[config.mk]
export PLATFORM = sky130hd
export DESIGN_NAME = esp_dma_burst_reader
export DESIGN_NICKNAME = d
export VERILOG_FILES = /design/src/rtl/esp_dma_pkg.sv /design/src/rtl/esp_dma_skid_fifo.sv /design/src/rtl/esp_dma_burst_reader.sv
export SDC_FILE = /design/constraint.sdc
export NUM_CORES = 1
export LEC_CHECK = 0
export ABC_AREA = 1
export BUFFER_PORTS_ARGS = -buffer_cell sky130_fd_sc_hd__buf_2
export CAP_MARGIN = 20
export CORE_AREA = 3 3 197 199
export CTS_CLUSTER_SIZE = 12
export DETAILED_ROUTE_END_ITERATION = 7
export DIE_AREA = 0 0 200 202
export PLACE_DENSITY_LB_ADDON = 0.2
export SLEW_MARGIN = 20
export SYNTH_ARGS = -nofsm -noshare
export SYNTH_HDL_FRONTEND = slang
export SYNTH_SLANG_ARGS = --single-unit
export TNS_END_PERCENT = 20
[constraint.sdc]
create_clock -name clk -period 4.9 [get_ports clk]
set_input_delay 0.735 -clock clk [delete_from_list [all_inputs] [get_ports clk]]
set_output_delay 0.735 -clock clk [all_outputs]
set_load 0.05 [all_outputs]
[src/rtl/esp_dma_pkg.sv]
// Shared types and helpers for the ESP DMA burst reader.
package esp_dma_pkg;

    typedef enum logic [1:0] {
        StIdle,
        StReq,
        StData,
        StFin
    } dma_state_e;

    localparam logic [2:0] SIZE_WORD  = 3'b010;
    localparam logic [2:0] SIZE_DWORD = 3'b011;

    // Wide arguments so any LEN_W up to 64 can use it; callers truncate the result.
    function automatic logic [63:0] min_len(input logic [63:0] remaining,
                                            input logic [63:0] max_burst);
        return (remaining < max_burst) ? remaining : max_burst;
    endfunction

endpackage

[src/rtl/esp_dma_skid_fifo.sv]
// Small power-of-two FIFO used as the output skid buffer of the DMA burst reader.
module esp_dma_skid_fifo #(
    parameter int unsigned WIDTH = 65,
    parameter int unsigned DEPTH = 2
) (
    input  logic             i_clk,
    input  logic             i_rst_n,
    input  logic             i_push,
    input  logic [WIDTH-1:0] i_data,
    input  logic             i_pop,
    output logic [WIDTH-1:0] o_data,
    output logic             o_full,
    output logic             o_empty
);

    localparam int unsigned PTR_W = (DEPTH > 1) ? $clog2(DEPTH) : 1;

    logic [WIDTH-1:0] r_mem [DEPTH];
    logic [PTR_W-1:0] r_wptr;
    logic [PTR_W-1:0] r_rptr;
    logic [PTR_W:0]   r_count;
    logic             w_push;
    logic             w_pop;

    assign w_push  = i_push && !o_full;
    assign w_pop   = i_pop && !o_empty;
    assign o_full  = (r_count == (PTR_W + 1)'(DEPTH));
    assign o_empty = (r_count == '0);
    assign o_data  = r_mem[r_rptr];

    always_ff @(posedge i_clk or negedge i_rst_n) begin
        if (!i_rst_n) begin
            r_wptr  <= '0;
            r_rptr  <= '0;
            r_count <= '0;
        end else begin
            if (w_push) r_wptr <= r_wptr + 1'b1;
            if (w_pop)  r_rptr <= r_rptr + 1'b1;
            case ({w_push, w_pop})
                2'b10:   r_count <= r_count + 1'b1;
                2'b01:   r_count <= r_count - 1'b1;
                default: r_count <= r_count;
            endcase
        end
    end

    always_ff @(posedge i_clk) begin
        if (w_push) r_mem[r_wptr] <= i_data;
    end

endmodule

[src/rtl/esp_dma_burst_reader.sv]
// ESP DMA read engine: splits a logical read into bounded bursts and streams the
// returned beats downstream, optionally as WORD_W-wide words low word first.
module esp_dma_burst_reader
    import esp_dma_pkg::*;
#(
    parameter int unsigned DMA_WIDTH  = 64,
    parameter int unsigned WORD_W     = 32,
    parameter int unsigned MAX_BURST  = 128,
    parameter int unsigned LEN_W      = 32,
    parameter int unsigned SKID_DEPTH = 2
) (
    input  logic                 clk,
    input  logic                 rst,
    input  logic                 start,
    input  logic                 split_mode,
    input  logic [LEN_W-1:0]     base_index,
    input  logic [LEN_W-1:0]     total_beats,
    output logic                 busy,
    output logic                 done,
    output logic [LEN_W-1:0]     beats_rcvd,
    output logic                 dma_read_ctrl_valid,
    input  logic                 dma_read_ctrl_ready,
    output logic [LEN_W-1:0]     dma_read_ctrl_data_index,
    output logic [LEN_W-1:0]     dma_read_ctrl_data_length,
    output logic [2:0]           dma_read_ctrl_data_size,
    output logic [5:0]           dma_read_ctrl_data_user,
    input  logic                 dma_read_chnl_valid,
    output logic                 dma_read_chnl_ready,
    input  logic [DMA_WIDTH-1:0] dma_read_chnl_data,
    output logic                 out_valid,
    input  logic                 out_ready,
    output logic [DMA_WIDTH-1:0] out_data,
    output logic                 out_last
);

    localparam int unsigned NWORDS = DMA_WIDTH / WORD_W;
    localparam int unsigned WIDX_W = (NWORDS > 1) ? $clog2(NWORDS) : 1;

    dma_state_e          r_state;
    logic                r_busy;
    logic                r_done;
    logic                r_split;
    logic [LEN_W-1:0]    r_remaining;
    logic [LEN_W-1:0]    r_next_index;
    logic [LEN_W-1:0]    r_burst_cnt;
    logic [LEN_W-1:0]    r_beats_rcvd;
    logic                r_ctrl_valid;
    logic [LEN_W-1:0]    r_index;
    logic [LEN_W-1:0]    r_length;
    logic [WIDX_W-1:0]   r_word_idx;

    logic                w_chnl_ready;
    logic                w_chnl_hs;
    logic                w_beat_last;
    logic                w_full;
    logic                w_empty;
    logic                w_pop;
    logic                w_last_word;
    logic [DMA_WIDTH:0]  w_head;
    logic [DMA_WIDTH-1:0] w_head_data;
    logic                w_head_last;
    logic [LEN_W-1:0]    w_len_start;
    logic [LEN_W-1:0]    w_len_rem;

    assign w_len_start = LEN_W'(min_len(64'(total_beats), 64'(MAX_BURST)));
    assign w_len_rem   = LEN_W'(min_len(64'(r_remaining), 64'(MAX_BURST)));

    assign w_chnl_ready = (r_state == StData) && !w_full && (r_burst_cnt != '0);
    assign w_chnl_hs    = w_chnl_ready && dma_read_chnl_valid;
    // r_remaining already excludes the current burst, so this is the transfer's last beat.
    assign w_beat_last  = (r_remaining == '0) && (r_burst_cnt == LEN_W'(1));

    esp_dma_skid_fifo #(
        .WIDTH (DMA_WIDTH + 1),
        .DEPTH (SKID_DEPTH)
    ) u_skid (
        .i_clk   (clk),
        .i_rst_n (rst),
        .i_push  (w_chnl_hs),
        .i_data  ({w_beat_last, dma_read_chnl_data}),
        .i_pop   (w_pop),
        .o_data  (w_head),
        .o_full  (w_full),
        .o_empty (w_empty)
    );

    always_ff @(posedge clk or negedge rst) begin
        if (!rst) begin
            r_state      <= StIdle;
            r_busy       <= 1'b0;
            r_done       <= 1'b0;
            r_split      <= 1'b0;
            r_remaining  <= '0;
            r_next_index <= '0;
            r_burst_cnt  <= '0;
            r_beats_rcvd <= '0;
            r_ctrl_valid <= 1'b0;
            r_index      <= '0;
            r_length     <= '0;
        end else begin
            r_done <= 1'b0;
            unique case (r_state)
                StIdle: begin
                    if (start) begin
                        r_busy       <= 1'b1;
                        r_split      <= split_mode;
                        r_beats_rcvd <= '0;
                        r_remaining  <= total_beats;
                        r_next_index <= base_index;
                        if (total_beats == '0) begin
                            r_state <= StFin;
                        end else begin
                            r_state      <= StReq;
                            r_ctrl_valid <= 1'b1;
                            r_index      <= base_index;
                            r_length     <= w_len_start;
                        end
                    end
                end
                StReq: begin
                    if (dma_read_ctrl_ready) begin
                        r_ctrl_valid <= 1'b0;
                        r_burst_cnt  <= r_length;
                        r_next_index <= r_next_index + r_length;
                        r_remaining  <= r_remaining - r_length;
                        r_state      <= StData;
                    end
                end
                StData: begin
                    if (w_chnl_hs) begin
                        r_burst_cnt  <= r_burst_cnt - 1'b1;
                        r_beats_rcvd <= r_beats_rcvd + 1'b1;
                    end
                    if (r_burst_cnt == '0) begin
                        if (r_remaining != '0) begin
                            r_state      <= StReq;
                            r_ctrl_valid <= 1'b1;
                            r_index      <= r_next_index;
                            r_length     <= w_len_rem;
                        end else if (w_empty) begin
                            r_state <= StFin;
                        end
                    end
                end
                StFin: begin
                    r_done  <= 1'b1;
                    r_busy  <= 1'b0;
                    r_state <= StIdle;
                end
                default: r_state <= StIdle;
            endcase
        end
    end

    // Word splitter: walks the FIFO head word by word, popping after the top word.
    assign w_head_data = w_head[DMA_WIDTH-1:0];
    assign w_head_last = w_head[DMA_WIDTH];
    assign w_last_word = !r_split || (r_word_idx == WIDX_W'(NWORDS - 1));
    assign w_pop       = !w_empty && out_ready && w_last_word;

    always_ff @(posedge clk or negedge rst) begin
        if (!rst) begin
            r_word_idx <= '0;
        end else if (r_split && !w_empty && out_ready) begin
            r_word_idx <= w_last_word ? '0 : r_word_idx + 1'b1;
        end
    end

    always_comb begin
        out_data = '0;
        if (!w_empty) begin
            if (r_split) begin
                out_data[WORD_W-1:0] = w_head_data[int'(r_word_idx) * WORD_W +: WORD_W];
            end else begin
                out_data = w_head_data;
            end
        end
    end

    assign out_valid = !w_empty;
    assign out_last  = !w_empty && w_head_last && w_last_word;

    assign busy                      = r_busy;
    assign done                      = r_done;
    assign beats_rcvd                = r_beats_rcvd;
    assign dma_read_ctrl_valid       = r_ctrl_valid;
    assign dma_read_ctrl_data_index  = r_index;
    assign dma_read_ctrl_data_length = r_length;
    assign dma_read_ctrl_data_size   = (DMA_WIDTH == 64) ? SIZE_DWORD : SIZE_WORD;
    assign dma_read_ctrl_data_user   = '0;
    assign dma_read_chnl_ready       = w_chnl_ready;

endmodule
Word level (Yosys, flattened, before mapping):

Memory sizes are Yosys's and may differ from the RTL's.
Index checks and enable logic that the tools add are counted.

* add/sub/neg operators: 9
* $lt $le $gt $ge: 2
* equal/unequal tests: 14
* shifts and indexed selects: 1
* muxes and demuxes: 47
* reductions and logical operators: 37

Operator list (number)
* 32-bit two-way mux: 20
* 32-bit one-hot mux with 2 select lines: 6
* 32-bit zero test: 3
* 32-bit by 8-bit less-than comparator with 1-bit output (second input constant): 2
* 64-bit two-way mux: 1
* 32-bit nonzero test: 2
* 64-bit by 7-bit indexed part select with 32-bit output: 1
* 32-bit by 1-bit adder with 32-bit output (second input constant): 1
* 32-bit adder: 1
* 32-bit by 1-bit == test with 1-bit output (second input constant): 1
* 32-bit by 1-bit subtractor with 32-bit output (second input constant): 1
* 32-bit subtractor: 1
* 1-bit logical AND: 12
* 2-bit two-way mux: 6
* 1-bit two-way mux: 10
* 2-bit nonzero test: 5
* 3-bit AND reduction: 3
* 2-bit == test (second input constant): 4
* 2-bit one-hot mux with 4 select lines: 1
* 2-bit by 1-bit inequality test with 1-bit output (second input constant): 3
* 2-bit inequality test (second input constant): 3
* 6-bit AND reduction: 1
* 5-bit AND reduction: 1
* 2-bit by 1-bit == test with 1-bit output (second input constant): 2
* other kinds (13): 19

* bits in registers: 203
* RAM bits: 130
* output and inout port bits: 175
* logic and storage cells: 126
* memories: 1

Memories
* u_skid.r_mem: depth 2, bits a word 65, rd ports 1, clocked after Yosys merged registers in 0, wr ports 1, line esp_dma_skid_fifo.sv:18 `logic [WIDTH-1:0] r_mem [DEPTH];`

Depth between registers and ports, before layout:

* depth after elaboration: 8
* mapped depth: 15

Modules after synthesis:

From an unflattened synthesis, not the netlist that was laid out.

* cells, all modules: 3147
* area total of the unflattened synthesis: 21481.9 um^2

Modules (own cells, without submodules)
* esp_dma_burst_reader: instances 1, cells an instance 2775, area each 16533.4 um^2, seq. area each 4979.8 um^2
* esp_dma_skid_fifo: instances 1, cells an instance 372, area each 4948.5 um^2, seq. area each 4003.8 um^2

Worst setup path before layout:

OpenSTA, ideal clock, no wires.

* path type: register to register
* start point: reg r_burst_cnt[0]
* end point: mem u_skid.r_mem[0][0] (enable)
* setup time: 489 ps
* arrival time: 3866 ps
* slack: 545 ps
* stages on the path, launching flop included: 8
* buffers on the path: 0
* period minus slack after synthesis: 4355 ps
* cells stage by stage: dfrtp_1 > inv_1 > ha_1 > nand2_1 > nor2_2 > nand3_2 > o211ai_4 > nor2_1

* cells in the longest elaborated chain, start to end: 6

Ends and longest elaborated chain
* start: declaration: line esp_dma_burst_reader.sv:45 `logic [LEN_W-1:0] r_burst_cnt;`
* start signal: assignment: line esp_dma_burst_reader.sv:123 `r_burst_cnt <= r_length;`
* start signal: assignment: line esp_dma_burst_reader.sv:131 `r_burst_cnt <= r_burst_cnt - 1'b1;`
* 32-bit nonzero test: line esp_dma_burst_reader.sv:68 `assign w_chnl_ready = (r_state == StData) && !w_full && (r_burst_cnt != '0);`
* 1-bit logical AND: line esp_dma_burst_reader.sv:68
* 1-bit logical AND: line esp_dma_burst_reader.sv:69 `assign w_chnl_hs = w_chnl_ready && dma_read_chnl_valid;`
* 1-bit logical AND: line esp_dma_skid_fifo.sv:25 `assign w_push = i_push && !o_full;`
* 1-bit two-way mux: line esp_dma_skid_fifo.sv:48 `if (w_push) r_mem[r_wptr] <= i_data;`
* 1-bit two-way mux (not written as such): line esp_dma_skid_fifo.sv:48
* end: declaration: line esp_dma_skid_fifo.sv:18

Every way passes these cells.

Final worst setup path:

* start point: reg u_skid.r_count[0]
* end point: out out_data[63]

* cells in the longest elaborated chain, start to end: 2

Ends and longest elaborated chain
* start: declaration: line esp_dma_skid_fifo.sv:21 `logic [PTR_W:0] r_count;`
* start signal: assignment: line esp_dma_skid_fifo.sv:40 `2'b10: r_count <= r_count + 1'b1;`
* start signal: assignment: line esp_dma_skid_fifo.sv:41 `2'b01: r_count <= r_count - 1'b1;`
* start signal: assignment: line esp_dma_skid_fifo.sv:42 `default: r_count <= r_count;`
* 2-bit zero test: line esp_dma_skid_fifo.sv:28 `assign o_empty = (r_count == '0);`
* 64-bit two-way mux: line esp_dma_burst_reader.sv:171 `if (!w_empty) begin`
* end: declaration: line esp_dma_burst_reader.sv:32 `output logic [DMA_WIDTH-1:0] out_data,`

Every way passes these cells.

==> impl_results.md <==
- Max-slew headroom at the worst pin: 0.303
- Post-DP HPWL: 47900 um
- Vias/cell: 5.27
- Slowest cell on crit path: sky130_fd_sc_hd__nor2_1
- Port Buf Inserts: 300
- Period minus WS final: 3.67 ns
- Worst Hold Class: primary input to asynchronous set/reset pin
- Most used cell along the critical path: sky130_fd_sc_hd__nor2_1
- Synth cell count leaders: sky130_fd_sc_hd__nand2_1, sky130_fd_sc_hd__inv_1, sky130_fd_sc_hd__nor2_1
- Max Cap Viol: 0
- Number of enable flip-flop cells after synthesis: 130
- Number of antenna violations at the first check in global routing: 10
- Per-cell routed wire length: 17.0 um
- Nature of the critical path startpoint: flop
- # hold bufs at CTS: 0
- Root buffer selected by CTS: sky130_fd_sc_hd__clkbuf_16
- Maximum count of clock buffers along a single path: 3
- Area of the mapped netlist: 21200 um2
- Initial cell density of the core: 0.566
- Post-route DRC: 0
- Warning count from the yosys run: 0
- Static Leakage: 12.9 nW
- Critical path arrival: 2.94 ns
- DIE HEIGHT: 202 um
- Count of buffer and inverter cells on the critical path: 2
- Clock buffers created by TritonCTS: 38
- Number of placed I/O pins: 310
- Routed length on met1: 27400 um
- Yosys reg bits: 333
- Most frequently used flop master after synthesis: sky130_fd_sc_hd__dfrtp_1
- Number of unique standard cell types used by synthesis: 49
- Post-synthesis to final-layout area growth: 14.8%
- Residual overflow from global routing: 0
- Number of failing hold endpoints at the final stage: 0
- Vias in the first global route: 19.0k
- First-pass GRT wire length: 101000 um
- Fmax: 272 MHz
- Residual antenna-violating net count after detailed routing: 0
- Startpoint of the worst-slack reg-to-reg timing path: r_state[0]$_DFFE_PN0P_
- Number of max-slew violations in the final report: 0
- Crit-path max cell delay: 0.78 ns
- Most used standard cell by instance count after synthesis: sky130_fd_sc_hd__nand2_1
- Worst setup path endpoint: out_data[63]
- Pin count of the biggest net entering global routing: 116
- Mean post-synth cell area: 7.11 um2
- Status: complete, no violations
- Post-layout nets: 3441
- Width of the die: 200 um
- Setup violators final: 0
- Yosys top cell by area: sky130_fd_sc_hd__dfrtp_1
- Clock skew after layout: 0.0177 ns
- Path length in cells of the critical path: 5
- Family with the most delay on the worst path: simple AND/OR/NAND/NOR gates
- Area contributors post-synth: sky130_fd_sc_hd__dfrtp_1, sky130_fd_sc_hd__nand2_1, sky130_fd_sc_hd__edfxtp_1, sky130_fd_sc_hd__inv_1, sky130_fd_sc_hd__nor2_1
- Detailed-router iteration count before antenna repair: 5
- Sinks on the clock net: 333
- Nature of the critical path endpoint: output pin
- Post-layout utilization of the core: 0.650
- # fillers: 3393
- Endpoint of the lowest-slack register-to-register path: r_next_index[11]$_DFFE_PN0P_
- Amount of wire on met3 after detailed routing: 4660 um
- Worst path cell trace: nor2_1, clkinv_1, nand2_2, nor2_1, buf_2
- Unrepaired setup endpoints after global routing: false
- Length in cells of the worst reg-to-reg path: 11
- Power per Cell Area: 700 nW/um2
- Core region area: 37400 um2
- Last weighted congestion value of the routability-driven placer: 0.942
- Post-CTS setup buffers: 0
- Required time worst endpoint: 4.16 ns
- Setup slack of the most critical reg-to-reg path: 1.34 ns
- TritonCTS clock tree: yes
- GRT Total Usage: 0.316
- Fraction of layout instances using a drive strength above 1: 0.130
- Met2 WL: 30200 um
- Total number of H-tree levels: 2
- Setup tns final: 0 ns
- Vias: 20.0k
- Highest signal layer in the routed design: met5
- Clock input transition at the sequential cells of the worst setup and hold paths: 0.06 ns
- Critical Path Start: u_skid.r_count[0]$_DFFE_PN0P_
- FP Rows: 71
- Aggregate routed wire length: 64400 um
- Async set-reset flop share out of synthesis: 0.610
- Violation count after the first detailed-route iteration: 1673
- Post_cts resized: 0
- Final clock period utilization by the worst path: 0.750
- Slew at the pin closest to its max-slew limit: 1.05 ns
- Maximum vdd ir drop: 0.481 mV
- Clock Latency Late Sink: 0.57 ns
- Number of cells produced by synthesis: 2976
- Area share of the largest cell type after synthesis: 0.240
- Post-synthesis sequential area ratio: 0.424
- Setup Crit Path Kind: flop to output pin
- Largest fanout of any net on the critical path: 32
- Area of the die: 40400 um2
## sequential cells by signal, indices dropped and copies added, names as in the netlist, 2 cells and up
| register | cells |
|---|---|
| u_skid.r_mem | 130 |
| beats_rcvd | 32 |
| dma_read_ctrl_data_index | 32 |
| dma_read_ctrl_data_length | 32 |
| r_burst_cnt | 32 |
| r_next_index | 32 |
| r_remaining | 32 |
| r_state | 2 |
| u_skid.r_count | 2 |
## worst reg2reg max path: cells and delay by family (launching register included)
kind / cells / cell delay [ns]
buf+inv: 5 / 2.05
simple gates: 4 / 0.65
compound gates: 2 / 0.43
flops: 1 / 0.36
## power breakdown
group / leakage, nW / internal (mW) / total [mW] / switching [mW]
Clock: 0.648 / 1.81 / 3.00 / 1.19
Combinational: 8.47 / 2.63 / 9.81 / 7.18
Sequential: 3.79 / 3.66 / 4.20 / 0.539
## routing by layer
layer / track usage / vias up
met3: 0.0608 / 135
met1: 0.423 / 9254
li1: - / 9893
met5: 0 / -
met2: 0.513 / 696
met4: 0.112 / 2
## layout by cell type (no fill, tap or decap), types with 6 or more instances in the layout
master,netlist,final
sky130_fd_sc_hd__o211ai_1,7,7
sky130_fd_sc_hd__edfxtp_1,130,130
sky130_fd_sc_hd__o21ai_2,14,14
sky130_fd_sc_hd__o31ai_1,6,6
sky130_fd_sc_hd__buf_2,19,299
sky130_fd_sc_hd__nor3_1,27,27
sky130_fd_sc_hd__clkbuf_1,44,7
sky130_fd_sc_hd__xnor2_1,15,15
sky130_fd_sc_hd__buf_4,19,13
sky130_fd_sc_hd__clkbuf_16,0,39
sky130_fd_sc_hd__xor2_1,48,48
sky130_fd_sc_hd__nor2_1,315,313
sky130_fd_sc_hd__nor2_2,6,6
sky130_fd_sc_hd__inv_1,396,395
sky130_fd_sc_hd__a211oi_1,10,10
sky130_fd_sc_hd__o21ai_0,114,114
sky130_fd_sc_hd__o21ai_1,14,14
sky130_fd_sc_hd__nand3_1,149,149
sky130_fd_sc_hd__ha_1,66,66
sky130_fd_sc_hd__mux2i_1,32,32
sky130_fd_sc_hd__dfrtp_1,203,202
sky130_fd_sc_hd__and2_1,7,7
sky130_fd_sc_hd__nand4_1,28,28
sky130_fd_sc_hd__clkbuf_8,0,10
sky130_fd_sc_hd__nand2_1,1128,1127
sky130_fd_sc_hd__o22ai_1,11,11
sky130_fd_sc_hd__diode_2,0,10
sky130_fd_sc_hd__inv_2,7,8
sky130_fd_sc_hd__conb_1,2,9
sky130_fd_sc_hd__a21oi_1,104,104
## area by class of cell
cell class                      count  area (um2)  share of cell area
Multi-Input combinational cell   2146       10200               0.419
Antenna cell                       10        25.0             0.00103
Tap cell                          511         639              0.0263
Inverter                          404        1520              0.0624
Clock buffer                       55        1130              0.0463
Sequential cell                   333        8980               0.370
Clock inverter                     15         196             0.00808
Timing Repair Buffer              315        1640              0.0676
## per-stage QoR
stage | instances | area (um2) | setup WS, ns | power, mW | hold WS (ns)
2_1_floorplan | 2983 | 21200 | 0.545 | 11.6 | 0.439
4_1_cts | 3779 | 24300 | 0.879 | 17.0 | 0.327
5_1_grt | 3788 | 24300 | 1.01 | 18.3 | 0.335
3_3_place_gp | 3708 | 22900 | 1.64 | 13.7 | 0.457
3_5_place_dp | 3709 | 23000 | 1.48 | 13.9 | 0.459
6_report | 3789 | 24300 | 1.23 | 17.0 | 0.333
## cells by family (layout without fill, tap and decap cells)
logic type,after synthesis,count (layout),share of synthesized area
AND/OR/NAND/NOR,1678,1678,0.317
buffers and inverters,504,789,0.0971
flip-flops,333,333,0.424
AO/OA/AOI/OAI,296,296,0.0792
adder cells (fa/ha/maj),68,68,0.0409
XOR/XNOR,63,63,0.0261
multiplexers,32,32,0.0151
other,2,19,0.000355
## how the worst min path moves through the flow
stage | startpoint | slack [ns] | end | cells past startpoint
5_1_grt | dma_read_chnl_data[30] | 0.33 | u_skid.r_mem[1][30]$_DFFE_PP_ | 1
6_report | rst | 0.33 | beats_rcvd[10]$_DFFE_PN0P_ | 1
4_1_cts | dma_read_chnl_data[36] | 0.33 | u_skid.r_mem[0][36]$_DFFE_PP_ | 1
3_5_place_dp | dma_read_ctrl_data_index[16]$_DFFE_PN0P_ | 0.46 | dma_read_ctrl_data_index[16]$_DFFE_PN0P_ | 2
2_1_floorplan | rst | 0.44 | beats_rcvd[0]$_DFFE_PN0P_ | 0
3_3_place_gp | dma_read_ctrl_data_index[29]$_DFFE_PN0P_ | 0.46 | dma_read_ctrl_data_index[29]$_DFFE_PN0P_ | 2
Note: power is estimated with default switching activity, not from simulation.
